<file path="src/rtl/parking_pkg.sv">
// parking_pkg: shared gate states, lane ids and default lot constants
package parking_pkg;

    typedef enum logic [1:0] {IDLE, OPEN_IN, OPEN_OUT, GUARD} gate_state_t;

    typedef enum logic {ENTRY, EXIT} lane_t;

    localparam int PARK_CAPACITY    = 16;
    localparam int PARK_OPEN_CYCLES = 8;

endpackage

</file>
<file path="src/rtl/park_rr_arb2.sv">
// park_rr_arb2: two-lane round-robin pick with a last-served register
module park_rr_arb2
    import parking_pkg::*;
(
    input  logic       clk,
    input  logic       reset_n,
    input  logic [1:0] elig,
    input  logic       update,
    output logic [1:0] pick
);

    lane_t last_q, last_d;

    // On a tie serve the lane that did not win last; remember the winner on update
    always_comb begin
        pick   = (&elig) ? ((last_q == EXIT) ? 2'b01 : 2'b10) : elig;
        last_d = (update && |pick) ? (pick[1] ? EXIT : ENTRY) : last_q;
    end

    // Last-served register; EXIT after reset so the entrance wins the first tie
    always_ff @(posedge clk or negedge reset_n) begin
        if (!reset_n) last_q <= EXIT;
        else          last_q <= last_d;
    end

endmodule

</file>
<file path="src/rtl/parking_gate_arbiter.sv">
// parking_gate_arbiter: shares one barrier gate between entry and exit lanes and tracks occupancy
module parking_gate_arbiter
    import parking_pkg::*;
#(
    parameter int CAPACITY    = PARK_CAPACITY,
    parameter int OPEN_CYCLES = PARK_OPEN_CYCLES,
    parameter int COUNT_W     = 5
)(
    input  logic               clk,
    input  logic               reset_n,
    input  logic               entry_req,
    input  logic               exit_req,
    input  logic               car_passed,
    output logic               entry_grant,
    output logic               exit_grant,
    output logic               gate_open,
    output logic               timeout,
    output logic [COUNT_W-1:0] occupancy,
    output logic               full,
    output logic               empty
);

    localparam int TW = $clog2(OPEN_CYCLES + 1);

    gate_state_t        state_q, state_d;
    logic [TW-1:0]      timer_q, timer_d;
    logic [COUNT_W-1:0] occ_q, occ_d;
    logic               entry_grant_q, entry_grant_d;
    logic               exit_grant_q, exit_grant_d;
    logic               gate_open_q, gate_open_d;
    logic               timeout_q, timeout_d;
    logic [1:0]         elig, pick;

    assign full        = occ_q == COUNT_W'(CAPACITY);
    assign empty       = occ_q == '0;
    assign elig        = {exit_req && !empty, entry_req && !full};
    assign occupancy   = occ_q;
    assign entry_grant = entry_grant_q;
    assign exit_grant  = exit_grant_q;
    assign gate_open   = gate_open_q;
    assign timeout     = timeout_q;

    park_rr_arb2 u_arb (
        .clk    (clk),
        .reset_n(reset_n),
        .elig   (elig),
        .update (state_q == IDLE),
        .pick   (pick)
    );

    // Gate FSM: grant one lane, hold the gate until a pass or expiry, then one closed guard cycle
    always_comb begin
        state_d       = state_q;
        timer_d       = timer_q;
        occ_d         = occ_q;
        entry_grant_d = 1'b0;
        exit_grant_d  = 1'b0;
        gate_open_d   = 1'b0;
        timeout_d     = 1'b0;
        case (state_q)
            IDLE: begin
                timer_d       = '0;
                state_d       = pick[0] ? OPEN_IN : pick[1] ? OPEN_OUT : IDLE;
                entry_grant_d = pick[0];
                exit_grant_d  = pick[1];
                gate_open_d   = |pick;
            end
            OPEN_IN, OPEN_OUT: begin
                timer_d     = timer_q + 1'b1;
                gate_open_d = 1'b1;
                if (car_passed) begin
                    state_d     = GUARD;
                    gate_open_d = 1'b0;
                    if (state_q == OPEN_IN && !full)
                        occ_d = occ_q + 1'b1;
                    else if (state_q == OPEN_OUT && !empty)
                        occ_d = occ_q - 1'b1;
                end else if (timer_q == TW'(OPEN_CYCLES - 1)) begin
                    state_d     = GUARD;
                    gate_open_d = 1'b0;
                    timeout_d   = 1'b1;
                end
            end
            default: state_d = IDLE;
        endcase
    end

    // State, timer, occupancy and registered outputs; reset closes the gate at once
    always_ff @(posedge clk or negedge reset_n) begin
        if (!reset_n) begin
            state_q       <= IDLE;
            timer_q       <= '0;
            occ_q         <= '0;
            entry_grant_q <= 1'b0;
            exit_grant_q  <= 1'b0;
            gate_open_q   <= 1'b0;
            timeout_q     <= 1'b0;
        end else begin
            state_q       <= state_d;
            timer_q       <= timer_d;
            occ_q         <= occ_d;
            entry_grant_q <= entry_grant_d;
            exit_grant_q  <= exit_grant_d;
            gate_open_q   <= gate_open_d;
            timeout_q     <= timeout_d;
        end
    end

endmodule

</file>
<file path="config.mk">
export PLATFORM = sky130hd
export DESIGN_NAME = parking_gate_arbiter
export DESIGN_NICKNAME = d
export VERILOG_FILES = /design/src/rtl/parking_pkg.sv /design/src/rtl/park_rr_arb2.sv /design/src/rtl/parking_gate_arbiter.sv
export SDC_FILE = /design/constraint.sdc
export NUM_CORES = 1
export LEC_CHECK = 0
export ABC_AREA = 1
export CAP_MARGIN = 20
export CORE_MARGIN = 4
export CORE_UTILIZATION = 28
export CTS_CLUSTER_DIAMETER = 40
export DETAILED_ROUTE_END_ITERATION = 16
export GPL_ROUTABILITY_DRIVEN = 0
export REMOVE_ABC_BUFFERS = 1
export SLEW_MARGIN = 15
export SYNTH_ARGS = -nofsm -noshare
export SYNTH_HDL_FRONTEND = slang
export SYNTH_HIERARCHICAL = 1
export SYNTH_SLANG_ARGS = --single-unit
</file>
<file path="constraint.sdc">
create_clock -name clk -period 4.1 [get_ports clk]
set_clock_uncertainty 0.1 [all_clocks]
set_input_delay 0.82 -clock clk [delete_from_list [all_inputs] [get_ports clk]]
set_output_delay 0.82 -clock clk [all_outputs]
set_load 0.02 [all_outputs]
</file>
==> results of run 1 <==
## sequential cells by signal, indices dropped and copies added, names as in the netlist
name          count
occupancy         5
timer_q           4
state_q           2
entry_grant       1
exit_grant        1
gate_open         1
timeout           1
u_arb/last_q      1
## layer usage
layer	up-vias	share of wire	track usage
li1	391	-	-
met1	329	0.47	0.116
met2	17	0.46	0.164
met3	2	0.062	0.0376
met4	0	0.0051	0.0233
met5	-	0	0
## power groups by stage
| stage | clock [W] | combinational (W) | sequential, W |
|---|---|---|---|
| 2_1_floorplan | 0 | 0.000411 | 0.000325 |
| 3_3_place_gp | 0 | 0.000618 | 0.000287 |
| 3_5_place_dp | 0 | 0.000620 | 0.000293 |
| 4_1_cts | 0.000113 | 0.000625 | 0.000289 |
| 5_1_grt | 0.000123 | 0.000707 | 0.000301 |
| 6_report | 0.000106 | 0.000620 | 0.000288 |
## logic make-up (layout without fill, tap and decap cells)
kind of cell / after synthesis / in the layout / share of synthesized area
AO/OA/AOI/OAI: 14 / 14 / 0.0864
XOR/XNOR: 3 / 3 / 0.0283
adder cells (fa/ha/maj): 9 / 9 / 0.130
buffers and inverters: 19 / 37 / 0.0783
flip-flops: 16 / 16 / 0.433
AND/OR/NAND/NOR: 51 / 51 / 0.244
## area by class of cell
type,instances,area [um2],area share
clock buffer,4,36.3,0.0312
inverter,18,67.6,0.0581
multi-input combinational,77,453,0.389
sequential,16,402,0.345
tap,44,55.1,0.0473
timing repair buffer,15,150,0.129
## per-stage QoR
| step | hold slack, ps | cell area (um2) | cells | setup slack (ps) | power (W) |
|---|---|---|---|---|---|
| 2_1_floorplan | 352 | 922 | 111 | 2160 | 0.000736 |
| 3_3_place_gp | 364 | 1130 | 170 | 1810 | 0.000905 |
| 3_5_place_dp | 373 | 1130 | 170 | 1770 | 0.000913 |
| 4_1_cts | 391 | 1160 | 174 | 1430 | 0.00103 |
| 5_1_grt | 431 | 1160 | 174 | 1320 | 0.00113 |
| 6_report | 387 | 1160 | 174 | 1450 | 0.00101 |
## worst min-delay path by stage
stage / depth (start not counted) / endpoint / slack [ps] / startpoint
final: 2 / u_arb/last_q / 390 / u_arb/last_q
after global routing: 2 / u_arb/last_q / 430 / u_arb/last_q
after CTS: 2 / u_arb/last_q / 390 / u_arb/last_q
after detailed placement: 2 / u_arb/last_q / 370 / u_arb/last_q
after global placement: 2 / u_arb/last_q / 360 / u_arb/last_q
after floorplan: 2 / u_arb/last_q / 350 / u_arb/last_q
## layout by cell type (no fill, tap or decap), types with 2 or more instances in the layout
cell type                          n
sky130_fd_sc_hd__o21ai_0           2
sky130_fd_sc_hd__xnor2_1           3
sky130_fd_sc_hd__a21oi_1           5
sky130_fd_sc_hd__nand2_2           2
sky130_fd_sc_hd__ha_1              8
sky130_fd_sc_hd__o22ai_1           3
sky130_fd_sc_hd__nand3_1           8
sky130_fd_sc_hd__dfrtp_1          15
sky130_fd_sc_hd__nor2_2            2
sky130_fd_sc_hd__clkbuf_4          3
sky130_fd_sc_hd__clkdlybuf4s50_1  15
sky130_fd_sc_hd__inv_1            18
sky130_fd_sc_hd__nand2_1          27
sky130_fd_sc_hd__nor2_1            9
## critical path, stage by stage, from the launching register on
cell,delay (ps)
sky130_fd_sc_hd__dfrtp_1,460
sky130_fd_sc_hd__nor2_2,170
sky130_fd_sc_hd__nand3_1,150
sky130_fd_sc_hd__inv_1,70
sky130_fd_sc_hd__clkdlybuf4s50_1,590
==> results by group, run 1 <==
Worst setup path
  • Endpoint of the most critical register-to-register path: occupancy[4]
  • Maximum net fanout on the critical path: 5
  • R2R Setup Slk: approximately 2000 ps
  • Crit path kind: reg -> out
  • Signal arrival time at the worst endpoint: approximately 1700 ps
  • Endpoint required time on the critical path: between 3000 and 4000 ps
  • Critical Path Sink: empty
  • Nature of the critical path startpoint: register
  • Nature of the critical path endpoint: primary output
  • Worst Setup SP: occupancy[1]
  • Length in cells of the worst reg-to-reg path: 12
  • R2R Path Start: state_q[1]

STA
  • RSZ-0062 raised after global routing: no
  • FMAX: approximately 0.38 GHz
  • Sum of negative setup slack: 0 ps
  • Worst slew pin tran: 727 ps
  • Number of endpoints failing setup at the final stage: 0
  • Tmin final: around 2600 ps
  • Final Hold Viols: 0
  • Period utilisation layout: 0.646
  • Relative slew slack: 0.514
  • Final Max Tran Viols: 0

Pwr
  • Sequential share of power: 0.284
  • Maximum ir drop on the vdd rail: 0.000367 V
  • Sw frac: 0.457
  • Clock power frac: 0.104
  • Relative contribution of combinational cells to total power: 0.612
  • Power Dens Cells: approximately 870 nW/um2
  • Cell internal pwr: ~0.00055 W
  • Total net switching power: ~0.00046 W
  • Lkg Pwr: between 0.6 and 0.7 nW

CTS
  • Clock latency of the later-clocked register in the worst-skew pair: slightly below 300 ps
  • Count of cells resized by post-cts repair: 0
  • Hold buffer count at CTS: 0
  • Worst-path clk slew: about 100 ps
  • CTS Buf Count: 3
  • Number of H-tree branching levels: 1
  • Maximum clock insertion buffer count: 2
  • TritonCTS Sinks: 16
  • Root buffer selected by CTS: sky130_fd_sc_hd__clkbuf_4
  • Clock tree from TritonCTS: built
  • Number of post-CTS setup repair buffers: 0

Layout
  • Layout filler cell count: 360
  • Number of nets in the layout: ~150
  • Ratio of cells with drive above 1 in the final layout: 0.0846
  • Layout-stage area growth over the synthesis result: 25.5%
  • Diode count: 0
  • Final core utilization: 0.375

Global routing
  • Via count of the first global-routing pass: roughly 760
  • Largest net degree at the start of global routing: 17
  • Global routing usage summed across all routing layers: 0.0975
  • Number of antenna violations at the first check in global routing: 0
  • Wire length of the first global-routing pass: about 3.2 mm
  • Total gr overflow: 0

Yosys
  • Yosys reg bits: 16
  • Portion of synthesized cell area occupied by the leading cell type: 0.405
  • Number of enable-type register cells in the synthesized netlist: 0
  • Cell taking the most area after synthesis: sky130_fd_sc_hd__dfrtp_1
  • Share of synthesized registers carrying an async set or reset: 1.00
  • Summed instance area of the synthesized netlist: about 930 um2
  • Yosys warns: 6
  • Top cells by area in the synthesized netlist: sky130_fd_sc_hd__dfrtp_1 40%, sky130_fd_sc_hd__nand2_1 11%, sky130_fd_sc_hd__ha_1 11%, sky130_fd_sc_hd__inv_1 7.3%, sky130_fd_sc_hd__nand3_1 4.3%
  • Most frequently used flop master after synthesis: sky130_fd_sc_hd__dfrtp_1
  • Most frequent cell after synthesis: sky130_fd_sc_hd__nand2_1
  • Leading post-synthesis cells by instance count: 27 x sky130_fd_sc_hd__nand2_1, 18 x sky130_fd_sc_hd__inv_1, 15 x sky130_fd_sc_hd__dfrtp_1
  • Sequential cell area fraction in the yosys report: 0.433
  • Count of distinct cell types in the synthesized netlist: 22
  • Mapped Cells: around 110
  • Synthesized area per cell: around 8.3 um2

Routing
  • Total number of vias: roughly 740
  • Initial DRC count: 35
  • DR WL/cell: about 10 um
  • Sum of routed wire length over all layers: 1.76 mm
  • Detailed-route DRC error count: 0
  • Drt first pass iters: 4
  • Residual antenna-violating net count after detailed routing: 0
  • Avg Vias per Cell: between 4 and 5

Floorplan
  • Vert. Die Dim: 65.5 um
  • Initial core utilization: 0.299
  • Row count: 20
  • Boundary pin count: 16
  • Placeable Area: roughly 3100 um2
  • Area of the die: about 4300 um2
  • Die Width: 65.5 um

Hold path
  • Class of the tightest hold or removal check: reg -> reg

Placed design
  • Input/output buffers: 15
  • Half-perimeter wire length after placement: around 1.4 mm

Run status
  • Run status: completed

Run
  • Number of maximum-capacitance violations: 0
(Power assumes the default switching activity.)
==> inputs of run 2 (changes only) <==
==> constraint.sdc (replaced) <==
create_clock -name clk -period 2.5 [get_ports clk]
set_clock_uncertainty 0.1 [all_clocks]
set_input_delay 0.5 -clock clk [delete_from_list [all_inputs] [get_ports clk]]
set_output_delay 0.5 -clock clk [all_outputs]
set_load 0.02 [all_outputs]
==> results by group, run 2 (same netlist as run 1, synthesis figures left out) <==
Worst setup path
  • Largest delay contributor family on the critical path: buffers and inverters
  • Crit path kind: reg -> out
  • Maximum net fanout on the critical path: 5
  • Stage delay of the slowest cell on the critical path: 590 ps
  • Length in cells of the worst reg-to-reg path: 12
  • R2R Path Start: occupancy[1]
  • Cells along the critical path: nor2_2 -> nand3_1 -> inv_1 -> clkdlybuf4s50_1
  • Number of stages on the worst setup path: 4
  • Critical Path Sink: empty
  • Signal arrival time at the worst endpoint: 1750 ps
  • Worst Setup SP: occupancy[1]
  • Combined buffer and inverter count along the critical path: 2
  • R2R Setup Slk: roughly 440 ps
  • Endpoint required time on the critical path: about 1900 ps
  • Nature of the critical path startpoint: register
  • Endpoint of the most critical register-to-register path: occupancy[4]
  • Cell with the largest stage delay on the worst path: sky130_fd_sc_hd__clkdlybuf4s50_1
  • Nature of the critical path endpoint: primary output

CTS
  • Clock tree from TritonCTS: built
  • Root buffer selected by CTS: sky130_fd_sc_hd__clkbuf_4
  • Number of H-tree branching levels: 1
  • Count of cells resized by post-cts repair: 0
  • TritonCTS Sinks: 16
  • Hold buffer count at CTS: 0
  • Clock latency of the later-clocked register in the worst-skew pair: approximately 290 ps
  • Worst-path clk slew: roughly 100 ps
  • Maximum clock insertion buffer count: 2
  • CTS Buf Count: 3
  • Number of post-CTS setup repair buffers: 0

Routing
  • Residual antenna-violating net count after detailed routing: 0
  • Drt first pass iters: 4
  • Detailed-route DRC error count: 0
  • Sum of routed wire length over all layers: about 1.8 mm
  • DR WL/cell: around 11 um
  • Avg Vias per Cell: roughly 4.4
  • Initial DRC count: 40
  • Total number of vias: between 700 and 800

STA
  • Worst slew pin tran: between 200 and 300 ps
  • RSZ-0062 raised after global routing: no
  • Number of endpoints failing setup at the final stage: 0
  • Period utilisation layout: 0.940
  • Final Max Tran Viols: 0
  • Tmin final: between 2000 and 2500 ps
  • FMAX: around 0.43 GHz
  • Relative slew slack: 0.825
  • Final Hold Viols: 0
  • Hold WS: 389 ps
  • Sum of negative setup slack: 0 ps

Pwr
  • Maximum ir drop on the vdd rail: approximately 0.00058 V
  • Power Dens Cells: about 1400 nW/um2
  • Lkg Pwr: 0.609 nW

Hold path
  • Class of the tightest hold or removal check: reg -> reg

Global routing
  • Global routing usage summed across all routing layers: 0.106
  • Number of antenna violations at the first check in global routing: 0
  • Largest net degree at the start of global routing: 17
  • Total gr overflow: 0
  • Via count of the first global-routing pass: 820
  • Wire length of the first global-routing pass: between 3 and 4 mm

Floorplan
  • Placeable Area: around 3100 um2
  • Die Width: 65.5 um
  • Row count: 20
  • Vert. Die Dim: between 60 and 70 um
  • Boundary pin count: 16
  • Initial core utilization: 0.299
  • Area of the die: 4300 um2

Run status
  • Run status: completed

Layout
  • Diode count: 0
  • Largest register FFs: 5
  • Ratio of cells with drive above 1 in the final layout: 0.0916
  • Highest-count cells in the layout ignoring fill and taps: 27 x sky130_fd_sc_hd__nand2_1, 18 x sky130_fd_sc_hd__inv_1, 15 x sky130_fd_sc_hd__dfrtp_1, 15 x sky130_fd_sc_hd__clkdlybuf4s50_1, 9 x sky130_fd_sc_hd__nor2_1
  • Layout-stage area growth over the synthesis result: 26.3%
  • Most common cell after layout, fill and taps aside: sky130_fd_sc_hd__nand2_1
  • Number of nets in the layout: ~150

Run
  • Number of maximum-capacitance violations: 0

Placed design
  • Half-perimeter wire length after placement: approximately 1.5 mm
  • Input/output buffers: 15
## run 2: cell types whose count changed in the layout (fill, tap and decap cells not counted), sizes merged
cell  delta
buf      +1
## run 2: power by group
group / total [W] / switching [W] / internal, W
logic: 0.00101 / 0.000580 / 0.000435
registers: 0.000476 / 0.000101 / 0.000375
clock network: 0.000178 / 0.0000891 / 0.0000887
total: 0.00167 / 0.000770 / 0.000899
## run 2: cell type report
cell class	instances	area [um2]
clock buffers	4	36.3
fillers	335	1930
flip-flops and latches	16	402
repair buffers	16	158
multi-input cells	77	453
well taps	44	55.1
inverters	18	67.6
## run 2: worst register-to-register path: stages (launching register included)
cell,delay (ps)
sky130_fd_sc_hd__dfrtp_1,470
sky130_fd_sc_hd__nor2_2,170
sky130_fd_sc_hd__nand3_2,140
sky130_fd_sc_hd__nand2_2,170
sky130_fd_sc_hd__ha_1,290
sky130_fd_sc_hd__nand2_1,90
sky130_fd_sc_hd__nand2_1,50
sky130_fd_sc_hd__nor2_1,140
sky130_fd_sc_hd__inv_1,50
sky130_fd_sc_hd__nand2_1,60
sky130_fd_sc_hd__nand2_1,60
sky130_fd_sc_hd__o21ai_1,130
sky130_fd_sc_hd__nand2_1,60
## run 2: worst min-delay path by stage
stage,start,endpoint,cells after the start
floorplan,reset_n,entry_grant,0
global placement,u_arb/last_q,u_arb/last_q,2
detailed placement,u_arb/last_q,u_arb/last_q,2
CTS,u_arb/last_q,u_arb/last_q,2
global route,reset_n,occupancy[3],2
finish,u_arb/last_q,u_arb/last_q,2
## run 2: through the flow
| step | cells | power, W | worst slack [ps] | instance area [um2] | utilization |
|---|---|---|---|---|---|
| after floorplan | 111 | 0.00121 | 557 | 922 | - |
| after global placement | 171 | 0.00148 | 464 | 1130 | 0.366 |
| after detailed placement | 171 | 0.00151 | 468 | 1130 | 0.366 |
| after CTS | 175 | 0.00169 | 122 | 1170 | 0.377 |
| after global routing | 175 | 0.00187 | 23.9 | 1170 | 0.377 |
| final | 175 | 0.00167 | 149 | 1170 | 0.377 |
## run 2: metal layers
metal,vias up,wire (um),track usage
li1,393,-,-
met1,352,792,0.121
met2,17,949,0.191
met3,0,107,0.0393
met4,0,0,0.0155
met5,-,0,0
==> inputs of run 3 (changes only) <==
--- a/config.mk
+++ b/config.mk
@@ -7,7 +7,7 @@
 export LEC_CHECK = 0
 export ABC_AREA = 1
 export CAP_MARGIN = 20
-export CORE_MARGIN = 4
+export CORE_MARGIN = 1.5
 export CORE_UTILIZATION = 28
 export CTS_CLUSTER_DIAMETER = 40
 export DETAILED_ROUTE_END_ITERATION = 16
==> results by group, run 3 (same netlist as run 1, synthesis figures left out) <==
CTS
  • Hold buffer count at CTS: 0
  • Clock latency of the later-clocked register in the worst-skew pair: 290 ps
  • TritonCTS Sinks: 16
  • Clock tree from TritonCTS: built
  • Maximum clock insertion buffer count: 2
  • Number of post-CTS setup repair buffers: 0
  • CTS Buf Count: 3
  • Count of cells resized by post-cts repair: 0
  • Root buffer selected by CTS: sky130_fd_sc_hd__clkbuf_4
  • Worst-path clk slew: ~100 ps
  • Number of H-tree branching levels: 1

Worst setup path
  • Largest delay contributor family on the critical path: buffers and inverters
  • Nature of the critical path endpoint: primary output
  • Cells along the critical path: nor2_2 -> nand3_1 -> inv_1 -> clkdlybuf4s50_1
  • Signal arrival time at the worst endpoint: 1750 ps
  • Endpoint required time on the critical path: 1900 ps
  • Nature of the critical path startpoint: register
  • Combined buffer and inverter count along the critical path: 2
  • Maximum net fanout on the critical path: 5
  • Crit path kind: reg -> out
  • Stage delay of the slowest cell on the critical path: 590 ps
  • Cell with the largest stage delay on the worst path: sky130_fd_sc_hd__clkdlybuf4s50_1

Placed design
  • Input/output buffers: 15
  • Placed cell area: about 1100 um2
  • Half-perimeter wire length after placement: approximately 1.4 mm

Floorplan
  • Boundary pin count: 16
  • Row count: 20
  • Area of the die: 3670 um2
  • Placeable Area: 3100 um2
  • Initial core utilization: 0.299
  • Die Width: ~60 um
  • Vert. Die Dim: between 60 and 70 um

STA
  • Sum of negative setup slack: 0 ps
  • Tmin final: roughly 2300 ps
  • Number of endpoints failing setup at the final stage: 0
  • Worst slew pin tran: approximately 740 ps
  • Relative slew slack: 0.508
  • Hold WS: approximately 380 ps
  • RSZ-0062 raised after global routing: no
  • Final Max Tran Viols: 0
  • FMAX: approximately 0.43 GHz
  • Period utilisation layout: 0.939
  • Final Hold Viols: 0

Layout
  • Final core utilization: 0.375
  • Most common cell after layout, fill and taps aside: sky130_fd_sc_hd__nand2_1
  • Largest register FFs: 5
  • Layout filler cell count: around 350
  • Layout-stage area growth over the synthesis result: 25.5%
  • Final instance area: about 1200 um2
  • Number of nets in the layout: approximately 150
  • Diode count: 0
  • Ratio of cells with drive above 1 in the final layout: 0.0846
  • Highest-count cells in the layout ignoring fill and taps: 27 x sky130_fd_sc_hd__nand2_1, 18 x sky130_fd_sc_hd__inv_1, 15 x sky130_fd_sc_hd__dfrtp_1, 15 x sky130_fd_sc_hd__clkdlybuf4s50_1, 9 x sky130_fd_sc_hd__nor2_1

Routing
  • DR WL/cell: approximately 9.9 um
  • Sum of routed wire length over all layers: about 1.7 mm
  • Drt first pass iters: 4
  • Total number of vias: 742
  • Detailed-route DRC error count: 0
  • Residual antenna-violating net count after detailed routing: 0
  • Avg Vias per Cell: ~4.3
  • Initial DRC count: 12

Hold path
  • Class of the tightest hold or removal check: reg -> reg

Run status
  • Run status: completed

Pwr
  • Power Dens Cells: about 1400 nW/um2
  • Lkg Pwr: about 0.60 nW
  • Maximum ir drop on the vdd rail: about 0.00055 V

Global routing
  • Wire length of the first global-routing pass: 3.20 mm
  • Number of antenna violations at the first check in global routing: 0
  • Total gr overflow: 0
  • Via count of the first global-routing pass: ~750
  • Global routing usage summed across all routing layers: 0.118
  • Largest net degree at the start of global routing: 17

Run
  • Number of maximum-capacitance violations: 0
run 3: cell count changes in the layout (fill, tap and decap cells not counted), sizes merged:
| cell | change |
|---|---|
| buf | -1 |
run 3: final timing paths:
kind | start | end | slack [ps] | cells past startpoint
worst max-delay path | occupancy[1] | empty | 150 | 4
worst min-delay path | u_arb/last_q | u_arb/last_q | 380 | 2
worst max register to register | occupancy[1] | occupancy[4] | 490 | 12
worst min register to register | u_arb/last_q | u_arb/last_q | 380 | 2
max in group asynchronous | reset_n | timer_q[1] | 1300 | 1
min in group asynchronous | reset_n | occupancy[0] | 530 | 1
run 3: routing by layer:
| layer | global-route usage | up-vias | share of wire |
|---|---|---|---|
| li1 | - | 387 | - |
| met1 | 0.141 | 337 | 0.46 |
| met2 | 0.194 | 14 | 0.47 |
| met3 | 0.0490 | 4 | 0.055 |
| met4 | 0.0373 | 0 | 0.013 |
| met5 | 0 | - | 0 |
run 3: final cells by class:
cell class                 instances  area, um2  area share
sequential                        16        402       0.345
clock buffer                       4       36.3      0.0312
timing repair buffer              15        150       0.129
multi-input combinational         77        453       0.389
tap                               44       55.1      0.0473
inverter                          18       67.6      0.0581
run 3: worst reg2reg max path, stage by stage, from the launching register on:
cell and delay (ps):
sky130_fd_sc_hd__dfrtp_1 470, sky130_fd_sc_hd__nor2_2 170, sky130_fd_sc_hd__nand3_2 130, sky130_fd_sc_hd__nand2_2 150
sky130_fd_sc_hd__ha_1 280, sky130_fd_sc_hd__nand2_1 80, sky130_fd_sc_hd__nand2_1 50, sky130_fd_sc_hd__nor2_1 130
sky130_fd_sc_hd__inv_1 50, sky130_fd_sc_hd__nand2_1 60, sky130_fd_sc_hd__nand2_1 60, sky130_fd_sc_hd__o21ai_1 130
sky130_fd_sc_hd__nand2_1 60
run 3: where the power goes:
group          internal [W]  total [W]  switching, W
Combinational      0.000436    0.00101      0.000570
Sequential         0.000375   0.000473     0.0000978
Clock             0.0000887   0.000175     0.0000864
run 3: metrics by stage:
| step | power (W) | std cells | setup WS [ps] |
|---|---|---|---|
| 6_report | 0.00165 | 174 | 152 |
| 5_1_grt | 0.00185 | 174 | 29.5 |
| 4_1_cts | 0.00168 | 174 | 118 |
| 3_5_place_dp | 0.00149 | 170 | 461 |
| 3_3_place_gp | 0.00147 | 170 | 477 |
| 2_1_floorplan | 0.00121 | 111 | 557 |
